===== config.mk =====
export PLATFORM = sky130hd
export DESIGN_NAME = alu_result_stage
export DESIGN_NICKNAME = d
export VERILOG_FILES = /design/src/rtl/alu_result_stage.sv
export SDC_FILE = /design/constraint.sdc
export NUM_CORES = 1
export LEC_CHECK = 0
export CORE_UTILIZATION = 48
export DETAILED_ROUTE_END_ITERATION = 6
export GPL_TIMING_DRIVEN = 0
export PLACE_DENSITY = 0.84
export SLEW_MARGIN = 20
export SYNTH_ARGS = -nofsm -noshare
export SYNTH_HDL_FRONTEND = slang
export SYNTH_SLANG_ARGS = --single-unit
export TNS_END_PERCENT = 10

===== constraint.sdc =====
create_clock -name clk -period 5.2 [get_ports clk]
set_clock_uncertainty 0.2 [all_clocks]
set_input_delay 1.04 -clock clk [delete_from_list [all_inputs] [get_ports clk]]
set_output_delay 1.04 -clock clk [all_outputs]
set_load 0.005 [all_outputs]

===== src/rtl/alu_result_stage.sv =====
// ---------------------------------------------------------------------------
// alu_result_stage
//
// Registered execute-to-memory stage downstream of the 32-bit ALU. Each
// accepted ALU result is either resolved as a branch (BEQ/BNE, using the
// zero flag) or queued in a 2-entry in-order skid FIFO. The FIFO head is
// presented to the memory/writeback stage under valid/ready flow control.
// A saturating counter records accepted signed-overflow events for debug.
//
// Optional feature macro: ALU_RESULT_OVF_TRAP_EN
//   When defined, an accepted signed overflow is queued with regwr cleared
//   and raises a one-cycle ovf_trap pulse. When undefined, the ovf_trap port
//   does not exist and overflowing results write back normally.
//
// Parameters
//   DEPTH      FIFO entries (fixed at 2)
//   OVF_CNT_W  width of the overflow event counter
//
// Ports
//   clk, reset          clock, synchronous active-high reset
//   in_valid/in_ready   upstream handshake (in_ready is registered)
//   in_result, in_cout, in_flag, in_zero, in_rd, in_regwr, in_signed,
//   in_beq, in_bne, in_target
//                       ALU result fields and control
//   out_valid/out_ready downstream handshake
//   out_result, out_rd, out_regwr, out_cout
//                       FIFO head fields
//   branch_taken, branch_target
//                       registered one-cycle taken-branch pulse and target
//   ovf_count           saturating count of accepted signed overflows
//   ovf_trap            one-cycle overflow pulse (macro builds only)
// ---------------------------------------------------------------------------
module alu_result_stage #(
  parameter int DEPTH     = 2,
  parameter int OVF_CNT_W = 16
) (
  input  logic                 clk,
  input  logic                 reset,
  input  logic                 in_valid,
  output logic                 in_ready,
  input  logic [31:0]          in_result,
  input  logic                 in_cout,
  input  logic                 in_flag,
  input  logic                 in_zero,
  input  logic [4:0]           in_rd,
  input  logic                 in_regwr,
  input  logic                 in_signed,
  input  logic                 in_beq,
  input  logic                 in_bne,
  input  logic [31:0]          in_target,
  output logic                 out_valid,
  input  logic                 out_ready,
  output logic [31:0]          out_result,
  output logic [4:0]           out_rd,
  output logic                 out_regwr,
  output logic                 out_cout,
  output logic                 branch_taken,
  output logic [31:0]          branch_target,
`ifdef ALU_RESULT_OVF_TRAP_EN
  output logic                 ovf_trap,
`endif
  output logic [OVF_CNT_W-1:0] ovf_count
);

  localparam logic [1:0] FULL = 2'(DEPTH);

  // Control state (reset)
  logic [1:0]           cnt_q, cnt_d;
  logic                 wr_ptr_q, rd_ptr_q;
  logic                 in_ready_q, in_ready_d;
  logic                 br_taken_q, br_taken_d;
  logic [31:0]          br_target_q, br_target_d;
  logic [OVF_CNT_W-1:0] ovf_cnt_q, ovf_cnt_d;
`ifdef ALU_RESULT_OVF_TRAP_EN
  logic                 ovf_trap_q;
`endif

  // Data storage (not reset; qualified by cnt_q on the way out)
  logic [31:0] res_q   [2];
  logic [4:0]  rd_q    [2];
  logic        regwr_q [2];
  logic        cout_q  [2];

  logic accept, is_branch, push, pop, head_vld, ovf_evt, wr_regwr;

  always_comb begin
    accept    = in_valid & in_ready_q;
    is_branch = in_beq | in_bne;
    // Branches resolve here and never occupy a FIFO slot.
    push      = accept & ~is_branch;
    head_vld  = (cnt_q != 2'd0);
    pop       = head_vld & out_ready;

    unique case ({push, pop})
      2'b10:   cnt_d = cnt_q + 2'd1;
      2'b01:   cnt_d = cnt_q - 2'd1;
      default: cnt_d = cnt_q;
    endcase

    // Registered ready from next-state occupancy: a drain from full only
    // reopens the input on the following cycle, and out_ready never reaches
    // in_ready combinationally.
    in_ready_d = (cnt_d < FULL);

    ovf_evt   = accept & in_signed & in_flag;
    ovf_cnt_d = (ovf_evt && (ovf_cnt_q != {OVF_CNT_W{1'b1}}))
                ? ovf_cnt_q + OVF_CNT_W'(1) : ovf_cnt_q;

    br_taken_d  = accept & ((in_beq & in_zero) | (in_bne & ~in_zero));
    br_target_d = br_taken_d ? in_target : 32'd0;

`ifdef ALU_RESULT_OVF_TRAP_EN
    wr_regwr = in_regwr & ~ovf_evt;
`else
    wr_regwr = in_regwr;
`endif
  end

  always_ff @(posedge clk) begin
    if (reset) begin
      cnt_q       <= 2'd0;
      wr_ptr_q    <= 1'b0;
      rd_ptr_q    <= 1'b0;
      in_ready_q  <= 1'b1;
      br_taken_q  <= 1'b0;
      br_target_q <= 32'd0;
      ovf_cnt_q   <= '0;
`ifdef ALU_RESULT_OVF_TRAP_EN
      ovf_trap_q  <= 1'b0;
`endif
    end else begin
      cnt_q       <= cnt_d;
      in_ready_q  <= in_ready_d;
      br_taken_q  <= br_taken_d;
      br_target_q <= br_target_d;
      ovf_cnt_q   <= ovf_cnt_d;
      if (push) wr_ptr_q <= ~wr_ptr_q;
      if (pop)  rd_ptr_q <= ~rd_ptr_q;
`ifdef ALU_RESULT_OVF_TRAP_EN
      ovf_trap_q  <= ovf_evt;
`endif
    end
  end

  always_ff @(posedge clk) begin
    if (push) begin
      res_q[wr_ptr_q]   <= in_result;
      rd_q[wr_ptr_q]    <= in_rd;
      regwr_q[wr_ptr_q] <= wr_regwr;
      cout_q[wr_ptr_q]  <= in_cout;
    end
  end

  // Head fields are forced to zero while empty so stale storage never leaks.
  always_comb begin
    out_valid     = head_vld;
    out_result    = head_vld ? res_q[rd_ptr_q]   : 32'd0;
    out_rd        = head_vld ? rd_q[rd_ptr_q]    : 5'd0;
    out_regwr     = head_vld & regwr_q[rd_ptr_q];
    out_cout      = head_vld & cout_q[rd_ptr_q];
    in_ready      = in_ready_q;
    branch_taken  = br_taken_q;
    branch_target = br_target_q;
    ovf_count     = ovf_cnt_q;
`ifdef ALU_RESULT_OVF_TRAP_EN
    ovf_trap      = ovf_trap_q;
`endif
  end

endmodule


* After elaboration in Yosys (flattened, before gate mapping)
Memory sizes are Yosys's and may differ from the RTL's. A register that Yosys moved wholly into a read port is not among the register bits.
Index checks and enable logic that the tools add are counted.
** Word-level totals
- Flip-flop bits (word level) :: 54
- Memory bits (writable) :: 78
- Logic and storage cells :: 51
- Memories kept :: 4
** Memory list
- res_q :: words 2, bits a word 32, read ports 1, clocked after Yosys merged registers in 1, write ports 1, line 79 : logic [31:0] res_q [2];
- rd_q :: words 2, bits a word 5, read ports 1, clocked after Yosys merged registers in 1, write ports 1, line 80 : logic [4:0] rd_q [2];
- cout_q :: words 2, bits a word 1, read ports 1, clocked after Yosys merged registers in 1, write ports 1, line 82 : logic cout_q [2];
- regwr_q :: words 2, bits a word 1, read ports 1, clocked after Yosys merged registers in 1, write ports 1, line 81 : logic regwr_q [2];
** Cells by class
- Add/sub/neg operators :: 3
- Order comparisons :: 1
- Eq/ne operators :: 3
- Muxes and demuxes :: 13
- Bitwise operators :: 17
- Reductions and logical operators :: 3
** Operators with widths (count)
- $mux 32 :: 1
- $add 16x1->16 const B :: 1
- $ne 16x16->1 const B :: 1
- $and 1x1->1 :: 10
- $mux 1 :: 10
- $mux 5 :: 1
- $not 1->1 :: 5
- $pmux 2 s2 :: 1
- $add 2x1->2 const B :: 1
- $eq 2x1->1 const B :: 1
- $eq 2x2->1 const B :: 1
- $lt 2x2->1 const B :: 1
- $or 1x1->1 :: 2
- $reduce_bool 2->1 :: 1
- $reduce_or 2->1 :: 1
- $sub 2x1->2 const B :: 1
- $logic_and 1x1->1 :: 1

* Logic depth before layout (Yosys ltp)
Gate-level depths: netlist of run 1.
- Word-level depth :: 6
- Gate-level depth with buffers :: 8
- Mapped depth without buffers :: 8

* Worst setup path after synthesis of run 1
OpenSTA, ideal clock, no wires.
- Path kind :: input to register
- From :: input port in_valid
- To :: memory cout_q[0], enable pin
- Data arrival time :: 3.095 ns
- Slack :: 1.470 ns
- Stages on the path :: 4
- Path buffers :: 0
- Cells stage by stage :: nand2_1 -> nor3_1 -> inv_1 -> nor2_1
** Between the ends
- Word-level cells in the longest chain between the ends :: 4
** Ends and longest elaborated chain
- from (decl) :: line 39 : input logic in_valid,
- $and 1x1->1 :: line 87 : accept = in_valid & in_ready_q;
- $and 1x1->1 :: line 90 : push = accept & ~is_branch;
- $mux 1 :: line 146 : if (push) begin
- $mux 1 (implied by the code) :: line 150 : cout_q[wr_ptr_q] <= in_cout;
- to (decl) :: line 82
No other way between the ends.

* Final worst setup path of run 1
- From :: register cnt_q[0]
- To :: output port out_result[25]
** Between the ends
- Word-level cells in the longest chain between the ends :: 2
** Ends and longest elaborated chain
- from (decl) :: line 68 : logic [1:0] cnt_q, cnt_d;
- from (signal assigned) :: line 132 : cnt_q <= cnt_d;
- $reduce_bool 2->1 :: line 91 : head_vld = (cnt_q != 2'd0);
- $mux 32 :: line 157 : out_result = head_vld ? res_q[rd_ptr_q] : 32'd0;
- to (decl) :: line 53 : output logic [31:0] out_result,
No other way between the ends.

==> reports/results.ini, run 1 <==
[final_layout]
drive_above_1_share=0.0893
syn_to_final_growth_pct=51.1
nets=629
mostFrequentLayoutCell=clkdlybuf4s50_1
layout_common_cells=clkdlybuf4s50_1 (168), edfxtp_1 (78), dfxtp_1 (55)
final_util=0.754
final_cells=693
n_antenna_cell=0

[sta]
rsz0062_at_grt=false
period_share=0.727
slew_headroom=0.502
max_freq_mhz=265
finalSetupViolations=0
min_period_ns=3.78
slew_viol_final=0
hold_viol_final=0
hold_ws_ns=0.323
tightest_slew_ns=0.747

[pwr]
p_seq_frac=0.418
switching_share=0.227
power_frac_comb=0.162
switching_power_uw=631
power_density_mw_per_mm2=375
p_leak_uw=0.00255
peakVddDrop_mv=0.308
p_clk_frac=0.420
power_uw=2780
intPower_uw=2150

[synth]
synth-adder-area-share=0.00510
ys.warnings.count=0
seq_area_frac_synth=0.702
syn_inst=358
syn_area_mm2=0.00490
synth-seq-cells=133
yosys-top-cells-area=edfxtp_1 (48%), dfxtp_1 (22%), mux2i_1 (8.4%), and2_1 (4.3%), nor2_1 (4.1%)
synth_compound_area_frac=0.0327
synth_top_area_frac=0.478
synth-xor-area-share=0.0107
netlist-cell-type-count=42
synth_area_leader_cell=edfxtp_1
synth_top_family_by_area=simple AND/OR/NAND/NOR gates
synth-simple-area-share=0.142
muxShareOfSynthArea=0.0883
synth_fp_nets=440
postSynthAreaPerCell_um2=13.7

[hold_path]
hp-class=reg2reg

[detailed_routing]
routed_wl_um=11100
via_per_inst=4.98
vias=3449
drtIter0Drc=102
dr.pass1.iters=4
ant_nets=0
wl_per_cell_um=16.0
route.detailed.drc=0

[clocking]
clock_path_buffers=2
cts_hold_buffers=0
insertion_delay_ns=0.51
clkSinkCount=133
htree_num_levels=4
post-cts-setup-buffers=0
cts_made_buffers=17
post_cts_resized=0
cts_tree=yes
path_clk_slew_ns=0.06
root_buffer=clkbuf_8

[floorplanning]
initial_core_util=0.499
dieWidth_um=103
die_area_mm2=0.0106
ios=170
num_rows=36
coreArea_mm2=0.00982
die-height_um=103

[global_routing]
grt_pass1_wl_um=16600
grt_max_degree=21
grt_use_total=0.217
gr-total-overflow=0
antenna_found_initial=0
grt_pass1_vias=3487

[worst_setup_path]
crit_type=reg2out
crit_path_max_fanout=10
start_kind=flop
rrSetupSlack_ns=2.96
worstPathArrival_ns=2.54
crit_required_ns=3.96
crit_path_end_kind=primary output

[placed_design]
gp_congestion=0.729
place_inst=661
hpwl_um=7880
port_buffers=168

[status]
status=finished clean

[job]
max_cap_viol_count=0

-- flip-flops by register name, indices dropped and copies added, names as in the netlist, named ones only --
| name | cells |
|---|---|
| wr_ptr_q | 1 |
| cout_q | 2 |
| rd_ptr_q | 1 |
| ovf_count | 16 |
| res_q | 64 |
| in_ready | 1 |
| branch_taken | 1 |
| branch_target | 32 |
| cnt_q | 1 |
| rd_q | 10 |
| regwr_q | 2 |
-- final timing paths --
path,startpoint,end,cells after the start
worst max-delay path,cnt_q[0]$_SDFFE_PP0N_,out_result[25],5
worst min register to register,ovf_count[11]$_SDFFE_PP0P_,ovf_count[11]$_SDFFE_PP0P_,2
worst min-delay path,ovf_count[11]$_SDFFE_PP0P_,ovf_count[11]$_SDFFE_PP0P_,2
worst max register to register,in_ready$_SDFF_PP1_,res_q[0][23]$_DFFE_PP_,5
-- stage by stage --
| step | TNS, ns | instance area [µm²] | worst slack (ns) |
|---|---|---|---|
| floorplan | 0 | 4900 | 1.47 |
| global placement | -3.90 | 6750 | -0.101 |
| detailed placement | 0 | 6810 | 1.72 |
| CTS | 0 | 7410 | 1.34 |
| global route | 0 | 7410 | 1.20 |
| finish | 0 | 7410 | 1.42 |
-- area by class of cell --
class | count | area, µm²
sequential | 133 | 3440
inverter | 5 | 18.8
multi-input combinational | 202 | 1380
timing repair buffer | 170 | 1740
clock inverter | 10 | 119
tap | 133 | 166
buffer | 18 | 73.8
clock buffer | 22 | 475
fill | 695 | 2410
-- worst max-delay path, cell delays in order (launching register included) --
cell and delay [ns]:
dfxtp_1 0.34, nor2_1 0.23, clkbuf_1 0.45, buf_1 0.42, nor2_1 0.11, clkdlybuf4s50_1 0.48
-- power groups by stage --
stage	sequential, µW	clock [µW]	combinational, µW
after global placement	1180	0	436
after global routing	1160	1240	489
final	1160	1170	449
after CTS	1160	1190	457
after detailed placement	1180	0	449
after floorplan	1180	0	183
-- cells in the mapped netlist --
library cell,number
edfxtp_1,78
or2_2,1
mux2i_1,41
and2_1,34
nor3_2,1
xnor2_1,4
nor3_1,4
o41ai_1,2
or3_2,1
or4_1,4
nand3_2,1
or3_1,2
nand2_1,3
nand4_2,2
xor2_1,2
mux2_2,2
nor4_2,1
o31ai_1,4
and4_1,1
o41ai_4,1
nor4_1,3
a21oi_1,10
nor2b_1,2
buf_1,2
nand4_1,4
inv_1,5
nor2_1,53
and3_1,2
dfxtp_1,55
clkbuf_2,1
nand3b_1,1
clkbuf_1,11
o21ai_0,4
nor4b_1,1
a31oi_1,1
ha_1,2
nor3b_1,1
a311oi_1,1
or2_0,2
nand3_1,3
buf_2,4
or4b_1,1
-- per-layer routing --
layer | wire [µm] | global-route usage
met4 | 140 | 0.0975
met5 | 0 | 0
met2 | 5890 | 0.389
met1 | 4250 | 0.220
met3 | 816 | 0.0881
-- kinds of logic after synthesis --
logic type,after synthesis
AOI/OAI and AO/OA,23
muxes,43
DFF,133
xor gates and xnor gates,6
adders and majority gates,2
buffers and inverters,23
and+or+nand+nor,128
No activity file was read; power rests on OpenSTA's default activity.
==> run 2: changes to the inputs <==
- CORE_UTILIZATION: 48 -> 45
- PLACE_DENSITY: 0.84 -> 0.8
- clock period: 5.2 -> 3.9 ns (I/O delays scaled with it)
==> run 2 against run 1 <==
Global-route usage down 1.8 points. Via count down 1.3%. Critical endpoint is now out_result[30]. Combinational power up 31%. Design area up 0.29%. Core utilization down 4.4 points. Register-to-register slack worse by 1.3 ns. Hold slack worse by 0.0065 ns. Final cell count up 0.43%. Largest power group unchanged. Clock power up 36%. Critical path type unchanged. First-iteration DRC count up 11%. Clock-buffer cell count up 3.
==> reports/results.ini, run 2 (synthesis gave the netlist of run 1 again) <==
[status]
status=finished clean  ; unchanged

[clocking]
post_cts_resized=0  ; unchanged
htree_num_levels=4  ; unchanged
cts_made_buffers=17  ; unchanged
clock_path_buffers=2  ; unchanged
insertion_delay_ns=0.49  ; was 0.51 ns
cts_tree=yes  ; unchanged
root_buffer=clkbuf_8  ; unchanged
cts_hold_buffers=0  ; unchanged
path_clk_slew_ns=0.06  ; about the same
post-cts-setup-buffers=0  ; unchanged
clkSinkCount=133  ; unchanged

[detailed_routing]
drtIter0Drc=113  ; was 102
routed.top_layer=met4  ; unchanged
route.detailed.drc=0  ; unchanged
wl_met1_um=4390  ; was 4250 µm
route.met3.wl_um=646  ; was 816 µm
via_per_inst=4.89  ; was 4.98
wl_per_cell_um=15.4  ; was 16.0 µm
vias=3405  ; was 3449
dr.pass1.iters=4  ; unchanged
wl_met2_um=5510  ; was 5890 µm
routed_wl_um=10700  ; was 11100 µm
ant_nets=0  ; unchanged

[sta]
slew_viol_final=0  ; unchanged
slew_headroom=0.490  ; was 0.502
tightest_slew_ns=0.765  ; was 0.747 ns
period_share=0.876
rsz0062_at_grt=false  ; unchanged
hold_ws_ns=0.316  ; was 0.323 ns
max_freq_mhz=293
min_period_ns=3.42
fin_setup_tns_ns=0  ; unchanged
hold_viol_final=0  ; unchanged
finalSetupViolations=0  ; unchanged

[final_layout]
mostFrequentLayoutCell=clkdlybuf4s50_1  ; unchanged
regMostFlops=res_q  ; unchanged
nets=629  ; unchanged
n_antenna_cell=0  ; unchanged
layout_common_cells=clkdlybuf4s50_1 (168), edfxtp_1 (78), dfxtp_1 (55)  ; unchanged
drive_above_1_share=0.0875  ; was 0.0893
largest_reg_flops=64  ; unchanged
final_cell_area_mm2=0.00743  ; was 0.00741 mm²
syn_to_final_growth_pct=51.6  ; was 51.1%

[floorplanning]
dieWidth_um=106  ; was 103 µm
ios=170  ; unchanged
coreArea_mm2=0.0105  ; was 0.00982 mm²
num_rows=37  ; was 36
initial_core_util=0.469  ; was 0.499
die-height_um=106  ; was 103 µm
die_area_mm2=0.0113  ; was 0.0106 mm²

[placed_design]
hpwl_um=7780  ; was 7880 µm
place_area_mm2=0.00682  ; was 0.00681 mm²
gp_congestion=0.762  ; was 0.729
port_buffers=168  ; unchanged

[worst_setup_path]
crit_path_end_kind=primary output  ; unchanged
crit_path_frequent_cell=nor2_1  ; unchanged
max_stage_delay_ns=0.46  ; was 0.48 ns
r2r_cells=5  ; unchanged
crit_type=reg2out  ; unchanged
crit_path_max_fanout=10  ; unchanged
r2r-start=in_ready$_SDFF_PP1_  ; unchanged
crit_chain=nor2_1, clkbuf_1, buf_1, nor2_1, clkdlybuf4s50_1  ; unchanged
critPathSlowestCell=clkdlybuf4s50_1  ; unchanged
rrSetupSlack_ns=1.61  ; was 2.96 ns
worst_r2r_endpoint=res_q[0][11]$_DFFE_PP_  ; was res_q[0][23]$_DFFE_PP_
worstPathArrival_ns=2.44  ; was 2.54 ns
path_buf_inv=3  ; unchanged
crit_required_ns=2.92  ; was 3.96 ns
cpLargestDelayFamily=buffers and inverters  ; unchanged
start_kind=flop  ; unchanged

[hold_path]
hp-class=reg2reg  ; unchanged
min_path_cells=2  ; unchanged
min_from=rd_ptr_q$_SDFFE_PP0P_  ; was ovf_count[11]$_SDFFE_PP0P_

[global_routing]
grt_pass1_wl_um=17200  ; was 16600 µm
grt_use_total=0.199  ; was 0.217
gr-total-overflow=0  ; unchanged
antenna_found_initial=0  ; unchanged
grt_max_degree=24  ; was 21
grt_pass1_vias=3495  ; was 3487

[pwr]
power_density_mw_per_mm2=501  ; was 375 mW/mm²
p_leak_uw=0.00255  ; about the same
peakVddDrop_mv=0.270  ; was 0.308 mV
power_uw=3720  ; was 2780 µW

[job]
max_cap_viol_count=0  ; unchanged

run 2: worst min-delay path: stages, from the launching register on:
cell,delay [ns]
dfxtp_1,0.33
xnor2_1,0.08
nor2_1,0.07
run 2: worst max path at each step:
stage | start | to | slack [ns] | cells after the start
after floorplan | in_valid | cout_q[0]$_DFFE_PP_ | 0.43 | 4
after global placement | in_valid | res_q[0][11]$_DFFE_PP_ | -1.16 | 5
after detailed placement | in_valid | res_q[0][8]$_DFFE_PP_ | 0.65 | 6
after CTS | cnt_q[0]$_SDFFE_PP0N_ | out_result[30] | 0.43 | 5
after global routing | cnt_q[0]$_SDFFE_PP0N_ | out_result[25] | 0.25 | 5
final | cnt_q[0]$_SDFFE_PP0N_ | out_result[30] | 0.48 | 5
run 2: metal layers:
| layer | up-vias | track usage |
|---|---|---|
| li1 | 1664 | - |
| met1 | 1605 | 0.229 |
| met2 | 122 | 0.351 |
| met3 | 14 | 0.0484 |
| met4 | 0 | 0.0843 |
| met5 | - | 0 |
run 2: cell type report:
type / count / area (µm²)
Fill cell: 769 / 3030
Tap cell: 136 / 170
Multi-Input combinational cell: 202 / 1380
Clock inverter: 7 / 91.3
Buffer: 18 / 73.8
Clock buffer: 25 / 520
Sequential cell: 133 / 3440
Timing Repair Buffer: 170 / 1740
Inverter: 5 / 18.8
run 2: metrics by stage:
| step | utilization | std cells | setup slack [ns] |
|---|---|---|---|
| floorplan | - | 358 | 0.430 |
| global placement | 0.646 | 662 | -1.16 |
| detailed placement | 0.652 | 664 | 0.645 |
| CTS | 0.710 | 696 | 0.425 |
| global route | 0.710 | 696 | 0.248 |
| finish | 0.710 | 696 | 0.484 |
run 2: where the power goes:
part	internal [µW]	switching (µW)	total [µW]	leakage, µW
logic	344	243	587	0.00110
registers	1530	17.0	1550	0.00115
clock network	1040	543	1590	0.000302
